[src/rtl/poly_pointwise_mont_ctrl.sv]
// rtl/poly_pointwise_mont_ctrl.sv - coefficient-wise Montgomery multiply sequencer (ML-KEM)
//
// Streams a[i], b[i] out of two sync-read RAMs, forms the signed 32-bit
// product, hands it to the external combinational Montgomery reducer and
// writes r[i] = a[i]*b[i]*2^-16 mod Q back to the result RAM.
// One coefficient per cycle; one job per accepted start pulse.
//
// Ports:
//   clk_i, rst_ni             clock, async active-low reset
//   start_i                   job request, sampled only while idle
//   busy_o, done_o            job in progress / one-cycle completion pulse
//   rd_en_o, rd_addr_o        shared read port for the A and B RAMs
//   a_data_i, b_data_i        RAM read data, one cycle after rd_en_o
//   red_z_o, red_res_i        product to the reducer / its reduced result
//   wr_en_o, wr_addr_o,
//   wr_data_o                 result RAM write port
module poly_pointwise_mont_ctrl #(
  parameter int N       = 256,
  parameter int COEFF_W = 16,
  parameter int ADDR_W  = 8
) (
  input  logic                      clk_i,
  input  logic                      rst_ni,
  input  logic                      start_i,
  output logic                      busy_o,
  output logic                      done_o,
  output logic                      rd_en_o,
  output logic [ADDR_W-1:0]         rd_addr_o,
  input  logic signed [COEFF_W-1:0] a_data_i,
  input  logic signed [COEFF_W-1:0] b_data_i,
  output logic signed [31:0]        red_z_o,
  input  logic signed [COEFF_W-1:0] red_res_i,
  output logic                      wr_en_o,
  output logic [ADDR_W-1:0]         wr_addr_o,
  output logic signed [COEFF_W-1:0] wr_data_o
);

  typedef enum logic [1:0] {
    IDLE  = 2'd0,
    RUN   = 2'd1,
    DRAIN = 2'd2,
    DONE  = 2'd3
  } state_t;

  localparam logic [ADDR_W-1:0] LAST_IDX = ADDR_W'(N - 1);

  state_t              state_q;
  logic                drain_cnt_q;
  logic                busy_q;
  logic                done_q;
  logic                rd_en_q;
  logic [ADDR_W-1:0]   rd_addr_q;

  // Two-stage valid/address shift: stage 1 = RAM data cycle, stage 2 = write cycle.
  logic                v1_q;
  logic [ADDR_W-1:0]   addr1_q;
  logic                wr_en_q;
  logic [ADDR_W-1:0]   wr_addr_q;
  logic signed [31:0]  prod_q;

  logic signed [31:0]  a_ext;
  logic signed [31:0]  b_ext;

  assign a_ext = {{(32-COEFF_W){a_data_i[COEFF_W-1]}}, a_data_i};
  assign b_ext = {{(32-COEFF_W){b_data_i[COEFF_W-1]}}, b_data_i};

  // Sequencer. rd_addr_q doubles as the element counter.
  always_ff @(posedge clk_i or negedge rst_ni) begin
    if (!rst_ni) begin
      state_q     <= IDLE;
      drain_cnt_q <= 1'b0;
      busy_q      <= 1'b0;
      done_q      <= 1'b0;
      rd_en_q     <= 1'b0;
      rd_addr_q   <= '0;
    end else begin
      case (state_q)
        IDLE: begin
          done_q <= 1'b0;
          if (start_i) begin
            state_q   <= RUN;
            busy_q    <= 1'b1;
            rd_en_q   <= 1'b1;
            rd_addr_q <= '0;
          end
        end
        RUN: begin
          if (rd_addr_q == LAST_IDX) begin
            state_q     <= DRAIN;
            rd_en_q     <= 1'b0;
            rd_addr_q   <= '0;
            drain_cnt_q <= 1'b0;
          end else begin
            rd_addr_q <= rd_addr_q + 1'b1;
          end
        end
        DRAIN: begin
          // Two cycles: last index is in the multiply stage, then in the write stage.
          if (drain_cnt_q) begin
            state_q <= DONE;
            done_q  <= 1'b1;
          end else begin
            drain_cnt_q <= 1'b1;
          end
        end
        DONE: begin
          // start_i is deliberately not looked at here; IDLE re-samples it.
          state_q <= IDLE;
          done_q  <= 1'b0;
          busy_q  <= 1'b0;
        end
        default: begin
          state_q <= IDLE;
          busy_q  <= 1'b0;
          done_q  <= 1'b0;
          rd_en_q <= 1'b0;
        end
      endcase
    end
  end

  // Datapath pipeline. prod_q only loads on valid data so red_z_o holds when idle.
  always_ff @(posedge clk_i or negedge rst_ni) begin
    if (!rst_ni) begin
      v1_q      <= 1'b0;
      addr1_q   <= '0;
      wr_en_q   <= 1'b0;
      wr_addr_q <= '0;
      prod_q    <= '0;
    end else begin
      v1_q      <= rd_en_q;
      addr1_q   <= rd_addr_q;
      wr_en_q   <= v1_q;
      wr_addr_q <= addr1_q;
      if (v1_q) begin
        prod_q <= a_ext * b_ext;
      end
    end
  end

  assign busy_o    = busy_q;
  assign done_o    = done_q;
  assign rd_en_o   = rd_en_q;
  assign rd_addr_o = rd_addr_q;
  assign red_z_o   = prod_q;
  assign wr_en_o   = wr_en_q;
  assign wr_addr_o = wr_addr_q;
  assign wr_data_o = red_res_i;

endmodule
[config.mk]
export PLATFORM = sky130hd
export DESIGN_NAME = poly_pointwise_mont_ctrl
export DESIGN_NICKNAME = d
export VERILOG_FILES = /design/src/rtl/poly_pointwise_mont_ctrl.sv
export SDC_FILE = /design/constraint.sdc
export NUM_CORES = 1
export LEC_CHECK = 0
export ABC_AREA = 1
export CORE_MARGIN = 2
export CORE_UTILIZATION = 40
export CTS_BUF_LIST = sky130_fd_sc_hd__clkbuf_8
export CTS_CLUSTER_SIZE = 20
export DETAILED_ROUTE_END_ITERATION = 8
export GPL_TIMING_DRIVEN = 0
export SYNTH_ARGS = -nofsm -noshare
export SYNTH_HDL_FRONTEND = slang
export SYNTH_SLANG_ARGS = --single-unit
export TNS_END_PERCENT = 30
[constraint.sdc]
create_clock -name clk_i -period 2 [get_ports clk_i]
set_clock_uncertainty 0.2 [all_clocks]
set_input_delay 0.4 -clock clk_i [delete_from_list [all_inputs] [get_ports clk_i]]
set_output_delay 0.4 -clock clk_i [all_outputs]
set_load 0.02 [all_outputs]
==> results.py, run 1 <==
metrics = {
    "layout": {
        "diodes": 0,
        "area_delta_synth_final_pct": 33.7,
        "drive_above_1_share_pct": 23.7,
        "fill_cells": 2986,
        "final_nets": 2283,
    },
    "synthesis": {
        "seq_area_frac_synth_pct": 12.0,
        "synthAdderAreaFrac_pct": 47.6,
        "synthesis.area_um2": 13300,
        "syn_inst": 1711,
        "postSynthAreaPerCell_um2": 7.78,
        "ys_warn_count": 0,
        "synth_most_common_cell": "inv_1",
        "synth_compound_area_share_pct": 2.96,
        "synth.distinct_cells": 37,
        "yosys.area_share.simple_pct": 19.1,
        "synth_area_leaders": "fa_1 (39%), inv_1 (14%), nand2_1 (13%)",
        "synth_xor_area_share_pct": 1.18,
        "netlist_top_cells_count": "inv_1 (507), nand2_1 (472), fa_1 (262)",
        "synth_area_leader_cell": "fa_1",
        "netlist.area_leader.share_pct": 39.4,
        "synth_mux_area_share_pct": 0,
        "synth_edf_count": 0,
        "async_reset_ff_share_pct": 100,
        "synth_top_family_by_area": "adder cells",
        "synth-seq-cells": 64,
        "synthFlopType": "dfrtp_1",
        "synth_nets": 2111,
    },
    "sta": {
        "rsz0062_at_grt": "true",
        "setup_viol": 29,
        "fin_crit_sh_pct": 268,
        "period_minus_slack_ps": 5360,
        "hold_ws_ps": 151,
        "tightest_slew_ps": 827,
        "hold_violations": 0,
        "slew_viol_final": 0,
        "fin_ws_ps": -3360,
        "slew_headroom_pct": 44.9,
        "fmax_mhz": 187,
    },
    "clock_tree": {
        "h-tree-depth": 3,
        "cts_tree": "done",
        "numCtsBuffers": 9,
        "cts-root-buf": "clkbuf_8",
        "cts.clk_slew.worst_paths_ps": 80,
        "cts.sinks": 64,
        "cts_buffer_depth": 2,
        "clk_latency_ps": 350,
    },
    "global_route": {
        "grt_pass1_vias": 12100,
        "antenna_found_initial": 0,
        "grt_max_degree": 65,
        "grt.overflow.total": 0,
        "grt_first_pass_wirelength_mm": 62.5,
        "grt_usage_pct": 22.9,
    },
    "status": {
        "status": "finished with violations",
        "violations": "setup timing",
    },
    "routing": {
        "drt_iter0_drc": 606,
        "first_pass_iters": 5,
        "drc_errors": 0,
        "vias": 11100,
        "ant_nets": 0,
        "vias_per_cell": 4.77,
        "drt-total-wl_mm": 38.4,
        "wl_per_cell_um": 16.5,
    },
    "floorplanning": {
        "core_area_um2": 32600,
        "initial_core_util_pct": 40.8,
        "rows": 66,
        "fp.dieH_um": 186,
        "die_width_um": 186,
        "io_pins": 119,
        "die_area_um2": 34700,
    },
    "place": {
        "io_buffers": 79,
        "hpwl_mm": 30.9,
        "gp_congestion": 0.899,
    },
    "run": {
        "max_cap_viol_count": 0,
    },
    "critical_path": {
        "cp.arrival_ps": 5400,
        "r2r-start": "state_q[1]",
        "critPathRequiredTime_ps": 2040,
        "crit_type": "input port to flop",
        "start_kind": "input port",
        "startpoint": "a_data_i[15]",
        "end_kind": "flop",
        "crit_fanout": 5,
    },
    "min_path": {
        "worstHoldPathType": "flop to flop",
        "hold_path.startpoint": "addr1_q[6]",
    },
}
==> flip-flops by register name (all words and copies together), names as in the netlist <==
name	flops
v1_q	1
red_z_o	32
drain_cnt_q	1
rd_addr_o	8
state_q	2
wr_addr_o	8
rd_en_o	1
wr_en_o	1
busy_o	1
done_o	1
addr1_q	8
==> per-stage QoR <==
step | instances | TNS (ps) | instance area (um^2) | util (%) | setup slack (ps)
global route | 2330 | -86290 | 17800 | 54.5 | -3500
finish | 2330 | -82390 | 17800 | 54.5 | -3360
global placement | 2232 | -238880 | 15200 | 46.7 | -4700
detailed placement | 2232 | -120570 | 15200 | 46.7 | -4690
floorplan | 1711 | -82500 | 13900 | - | -3320
CTS | 2306 | -80390 | 17300 | 52.9 | -3300
==> area by class of cell <==
cell class	instances	area (um^2)	area share, %
Multi-Input combinational cell	1056	10700	60.2
Buffer	77	1190	6.69
Sequential cell	64	1600	9.00
Inverter	514	1950	11.0
Tap cell	442	553	3.11
Clock buffer	10	138	0.774
Clock inverter	6	66.3	0.373
Timing Repair Buffer	161	1590	8.91
==> logic make-up after synthesis <==
| logic type | count (synthesis) |
|---|---|
| simple gates | 621 |
| fa+ha+maj | 349 |
| compound gates | 68 |
| flops | 64 |
| buf+inv | 591 |
| xor+xnor | 18 |
==> per-layer routing <==
layer	GRT usage, %	routed length [um]	vias to the layer above
li1	-	-	5177
met1	29.6	16000	5578
met2	40.5	19300	296
met3	3.80	2140	66
met4	4.89	950	0
met5	0	0	-
==> worst max-delay path: stages <==
cell	delay (ps)
buf_12	110
clkbuf_16	160
nand2_8	60
inv_4	40
fa_2	510
buf_6	150
fa_1	470
inv_1	50
fa_1	500
inv_2	40
fa_1	510
fa_1	560
inv_1	50
fa_1	520
inv_2	60
ha_4	310
nand2_4	80
nor2_4	120
inv_4	70
nor3_4	220
nand3_2	120
nand3_2	80
nand2_2	50
nand3_2	70
nand2_1	70
==> final timing paths <==
kind                                      to  slack [ps]  depth (start not counted)
worst max-delay path             red_z_o[25]       -3360                         25
worst min-delay path            wr_addr_o[6]         150                          0
worst max register to register  rd_addr_o[7]         140                          9
worst min register to register  wr_addr_o[6]         150                          0
max in group asynchronous        red_z_o[26]         560                          2
min in group asynchronous         red_z_o[1]         490                          2
==> cell usage in the layout, fill, tap and decap left out, types with 6 or more instances in the layout <==
master             n
o21ai_0           18
fa_2              21
a21oi_1           12
buf_4             82
buf_12            13
nand2_2           37
nor2_1            22
dfrtp_1           64
inv_2             44
buf_6             10
ha_4              32
dlygate4sd2_1      9
fa_1             241
clkbuf_8          23
o21bai_1           6
nor2_2            11
nand2_1          410
nand3_2           18
clkbuf_16         29
xnor2_1            9
clkdlybuf4s50_1   55
inv_1            463
buf_8              7
nand4_1           12
nand2_4           31
nand3_1           26
a21oi_2           10
nor2_4            22
ha_1              52
nor3_1             7
==> what timing repair did <==
item,CTS,global route
hold buffers,1,0
pin swaps,121,60
gates resized for setup,358,92
cloned,1,0
endpoints found under the setup margin,41,40
endpoints found under the hold margin,64,0
buffers inserted,56,24
Power of run 1 is not shown: default switching activity piles up to over one toggle a cycle in this logic, so the estimate is an artifact.
==> run 2, diff against run 1 <==
--- a/config.mk
+++ b/config.mk
@@ -9,9 +9,11 @@
 export CORE_MARGIN = 2
 export CORE_UTILIZATION = 40
 export CTS_BUF_LIST = sky130_fd_sc_hd__clkbuf_8
+export CTS_CLUSTER_DIAMETER = 30
 export CTS_CLUSTER_SIZE = 20
 export DETAILED_ROUTE_END_ITERATION = 8
 export GPL_TIMING_DRIVEN = 0
+export REMOVE_ABC_BUFFERS = 1
 export SYNTH_ARGS = -nofsm -noshare
 export SYNTH_HDL_FRONTEND = slang
 export SYNTH_SLANG_ARGS = --single-unit
==> results.py, run 2 (synthesis gave the netlist of run 1 again) <==
metrics = {
    "critical_path": {
        "crit_fanout": 5,
        "cp.arrival_ps": 5430,
        "crit_type": "input port to flop",
        "end_kind": "flop",
        "rr_worst_depth": 4,
        "critPathRequiredTime_ps": 2030,
        "start_kind": "input port",
    },
    "floorplanning": {
        "initial_core_util_pct": 40.8,
        "rows": 66,
        "die_area_um2": 34700,
        "core_area_um2": 32600,
        "io_pins": 119,
        "fp.dieH_um": 186,
        "die_width_um": 186,
    },
    "global_route": {
        "grtUsageMet3_pct": 2.78,
        "grt_max_degree": 65,
        "grt_util_met2_pct": 34.6,
        "busiest_layer": "met2",
        "use_met1_pct": 28.2,
        "antenna_found_initial": 0,
        "grt_first_pass_wirelength_mm": 57.2,
        "grt.overflow.total": 0,
        "grt_pass1_vias": 11600,
        "grt_usage_pct": 20.3,
    },
    "sta": {
        "tightest_slew_ps": 1060,
        "fin_ws_ps": -3400,
        "hold_ws_ps": 150,
        "tns_ps": -80180,
        "period_minus_slack_ps": 5400,
        "hold_violations": 0,
        "fin_crit_sh_pct": 270,
        "slew_viol_final": 0,
        "setup_viol": 32,
        "rsz0062_at_grt": "true",
        "fmax_mhz": 185,
        "slew_headroom_pct": 29.1,
    },
    "layout": {
        "multiInputGateArea_um2": 10500,
        "final_cell_mix": "inv_1 (486), nand2_1 (420), fa_1 (247), dfrtp_1 (63), ha_1 (57)",
        "final_util_pct": 49.9,
        "register_area_um2": 1600,
        "area_delta_synth_final_pct": 22.2,
        "mostFrequentLayoutCell": "inv_1",
        "final_nets": 2177,
        "final_cell_area_um2": 16300,
        "largest_reg_flops": 32,
        "fill_cells": 3100,
        "diodes": 0,
        "drive_above_1_share_pct": 17.5,
    },
    "min_path": {
        "worstHoldPathType": "flop to flop",
        "whs_path_depth": 0,
    },
    "place": {
        "placed_area_um2": 14400,
        "hpwl_mm": 26.3,
        "io_buffers": 86,
        "gp_congestion": 0.918,
    },
    "routing": {
        "ant_nets": 0,
        "wl_per_cell_um": 14.9,
        "vias_per_cell": 4.70,
        "drt-total-wl_mm": 33.2,
        "vias": 10400,
        "drt_iter0_drc": 543,
        "drc_errors": 0,
        "first_pass_iters": 5,
    },
    "clock_tree": {
        "numCtsBuffers": 9,
        "h-tree-depth": 3,
        "cts-root-buf": "clkbuf_8",
        "cts_tree": "done",
        "clk_latency_ps": 360,
        "cts_buffer_depth": 2,
        "cts.clk_slew.worst_paths_ps": 70,
        "cts.sinks": 64,
    },
    "status": {
        "status": "finished with violations",
        "violations": "setup timing",
    },
    "run": {
        "max_cap_viol_count": 0,
    },
}
run 2: cell count changes in the layout (fill, tap and decap cells not counted), sizes merged:
cell,previous run,this run
clkinvlp,3,2
clkinv,2,4
buf,115,75
clkdlybuf4s50,55,36
inv,514,513
dlymetal6s2s,5,3
clkdlybuf4s15,0,1
clkbuf,63,12
dlygate4sd2,9,14
run 2: cell type report:
type                    instances  share of cell area, %
clock buffers                  10                  0.846
clock inverters                 6                  0.369
inverters                     514                   12.0
multi-input cells            1056                   64.7
flip-flops and latches         64                   9.86
well taps                     442                   3.40
repair buffers                132                   8.84
run 2: metal layers:
layer  part of all wire, %  up-vias
li1                      -     4949
met1                    45     5230
met2                    49      235
met3                   5.1       30
met4                  0.96        0
met5                     0        -
run 2: repair_timing:
action / in CTS / in global routing
resized for setup: 387 / 146
buffers inserted: 26 / 19
endpoints found under the hold margin: 64 / 0
cloned: 1 / 0
hold buffers: 1 / 0
setup endpoints to repair: 47 / 42
pin swaps: 62 / 100
run 2: per-stage QoR:
step                setup slack (ps)  cells
floorplan                      -3380   1634
global placement               -4990   2162
detailed placement             -4960   2162
CTS                            -3360   2206
global route                   -3550   2224
finish                         -3400   2224
run 2: critical path: stages:
cell        delay (ps)
buf_6               70
clkinvlp_4         100
buf_6              140
buf_12             130
buf_4              160
nor2_1             120
fa_1               440
fa_1               510
fa_1               450
fa_2               560
fa_1               450
fa_1               580
ha_4               240
nand2_4            130
inv_1               60
nand2_1             90
nand2_2             70
inv_2               80
nand2_4             70
inv_2               60
nand3_2             80
nor2_1             170
nand3b_1           190
nand2_1             90
run 2: worst paths after layout:
kind | start | to | slack, ps
worst max-delay path | b_data_i[15] | red_z_o[23] | -3400
worst min-delay path | addr1_q[2] | wr_addr_o[2] | 150
worst max register to register | v1_q | red_z_o[5] | -630
worst min register to register | addr1_q[2] | wr_addr_o[2] | 150
max in group asynchronous | rst_ni | rd_addr_o[0] | 520
min in group asynchronous | rst_ni | red_z_o[2] | 480
Power of run 2 is left out for the same reason.
==> run 3, diff against run 2 <==
--- a/config.mk
+++ b/config.mk
@@ -7,7 +7,7 @@
 export LEC_CHECK = 0
 export ABC_AREA = 1
 export CORE_MARGIN = 2
-export CORE_UTILIZATION = 40
+export CORE_UTILIZATION = 32
 export CTS_BUF_LIST = sky130_fd_sc_hd__clkbuf_8
 export CTS_CLUSTER_DIAMETER = 30
 export CTS_CLUSTER_SIZE = 20
==> constraint.sdc (replaced) <==
create_clock -name clk_i -period 2 [get_ports clk_i]
set_clock_uncertainty 0.2 [all_clocks]
set_input_delay 0.2 -clock clk_i [delete_from_list [all_inputs] [get_ports clk_i]]
set_output_delay 0.2 -clock clk_i [all_outputs]
set_load 0.02 [all_outputs]
==> results.py, run 3 (synthesis gave the netlist of run 1 again) <==
metrics = {
    "status": {
        "status": "finished with violations",
        "violations": "setup timing",
    },
    "layout": {
        "area_delta_synth_final_pct": 20.9,
        "largest_reg_flops": 32,
        "final_cell_mix": "inv_1 (486), nand2_1 (435), fa_1 (250), dfrtp_1 (63), ha_1 (57)",
        "diodes": 0,
        "drive_above_1_share_pct": 15.4,
        "fill_cells": 4155,
        "mostFrequentLayoutCell": "inv_1",
        "final_nets": 2166,
    },
    "critical_path": {
        "crit_fanout": 5,
        "start_kind": "input port",
        "cp.arrival_ps": 5130,
        "critical-path-top-delay-family": "adder cells",
        "worst_path_largest_cell_delay_ps": 540,
        "end_kind": "flop",
        "critPathRequiredTime_ps": 2090,
        "critPathBufInv": 5,
        "crit_type": "input port to flop",
        "cp_cell_sequence": "buf_6 -> clkinvlp_4 -> buf_4 -> or2_2 -> fa_1 -> fa_1 -> fa_1 -> fa_1 -> fa_1 -> fa_1 -> inv_2 -> ha_4 -> nand2_1 -> inv_2 -> nand2_2 -> a21oi_2 -> nor2_1 -> nand3_1 -> nor2_1 -> nand3b_1 -> nand2_1",
        "crit_top_cell": "fa_1",
        "critPathSlowestCell": "fa_1",
    },
    "place": {
        "gp_congestion": 0.889,
        "dp_slack_ps": -4840,
        "hpwl_mm": 27.3,
        "io_buffers": 86,
    },
    "global_route": {
        "grt_max_degree": 65,
        "antenna_found_initial": 0,
        "grt_first_pass_wirelength_mm": 56.9,
        "grt_pass1_vias": 11200,
        "grt.overflow.total": 0,
        "grt_usage_pct": 16.3,
    },
    "routing": {
        "ant_nets": 0,
        "wl_per_cell_um": 14.4,
        "drt-total-wl_mm": 33.2,
        "drt_iter0_drc": 501,
        "vias": 10400,
        "first_pass_iters": 5,
        "drc_errors": 0,
        "vias_per_cell": 4.51,
    },
    "sta": {
        "period_minus_slack_ps": 5040,
        "hold_violations": 0,
        "setup_viol": 28,
        "rsz0062_at_grt": "true",
        "tightest_slew_ps": 868,
        "fin_ws_ps": -3040,
        "slew_headroom_pct": 42.1,
        "fin_crit_sh_pct": 252,
        "slew_viol_final": 0,
        "fmax_mhz": 199,
    },
    "clock_tree": {
        "cts.sinks": 64,
        "cts-root-buf": "clkbuf_8",
        "cts_buffer_depth": 2,
        "cts_tree": "done",
        "h-tree-depth": 3,
        "numCtsBuffers": 9,
        "cts.clk_slew.worst_paths_ps": 80,
        "clk_latency_ps": 360,
    },
    "floorplanning": {
        "core_area_um2": 40900,
        "die_width_um": 208,
        "rows": 74,
        "io_pins": 119,
        "die_area_um2": 43200,
        "initial_core_util_pct": 32.5,
        "fp.dieH_um": 208,
    },
    "run": {
        "max_cap_viol_count": 0,
    },
    "min_path": {
        "worstHoldPathType": "flop to flop",
    },
}
-- run 3: what timing repair did --
action                                 CTS  global route
buffers inserted                        17            16
endpoints found under the hold margin   65             0
pin swaps                               51            77
setup endpoints to repair               33            33
gates resized for setup                360            98
gates cloned                             1             0
hold buffers                             2             0
-- run 3: through the flow --
step / utilization [%] / setup TNS (ps) / area (um^2) / std cells / hold slack, ps
2_1_floorplan: - / -72230 / 13000 / 1634 / -296
3_5_place_dp: 35.4 / -120200 / 14500 / 2252 / 136
4_1_cts: 38.2 / -71110 / 15700 / 2288 / 146
5_1_grt: 39.3 / -75720 / 16100 / 2303 / 159
3_3_place_gp: 35.4 / -231640 / 14500 / 2252 / 135
6_report: 39.3 / -71200 / 16100 / 2303 / 150
-- run 3: layout make-up --
cell class / instances / area, um^2 / area share (%)
clock buffers: 11 / 151 / 0.941
clock inverters: 5 / 86.3 / 0.537
inverters: 514 / 1950 / 12.1
multi-input cells: 1056 / 10300 / 64.1
flip-flops and latches: 64 / 1600 / 9.96
well taps: 532 / 666 / 4.14
repair buffers: 121 / 1320 / 8.21
-- run 3: final timing paths --
kind,slack (ps),from,cells after the start,end
max,-3040,b_data_i[15],21,red_z_o[21]
min,150,addr1_q[2],0,wr_addr_o[2]
min reg2reg,150,addr1_q[2],0,wr_addr_o[2]
max reg2reg,100,state_q[0],9,rd_addr_o[7]
max in group asynchronous,700,rst_ni,2,v1_q
min in group asynchronous,290,rst_ni,2,red_z_o[17]
-- run 3: worst register-to-register path, delay by kind of cell (launching register included) --
kind	cells	cell delay, ps
fa+ha+maj	1	240
simple gates	5	600
buf+inv	2	220
compound gates	1	120
flops	1	410
-- run 3: layer usage --
layer  up-vias  GRT usage (%)  part of all wire, %
met1      5218           22.3                   46
li1       4934              -                    -
met2       214           27.5                   48
met3        30           2.90                  5.1
met4         0           2.54                  1.1
met5         -              0                    0
Power of run 3 is left out for the same reason.
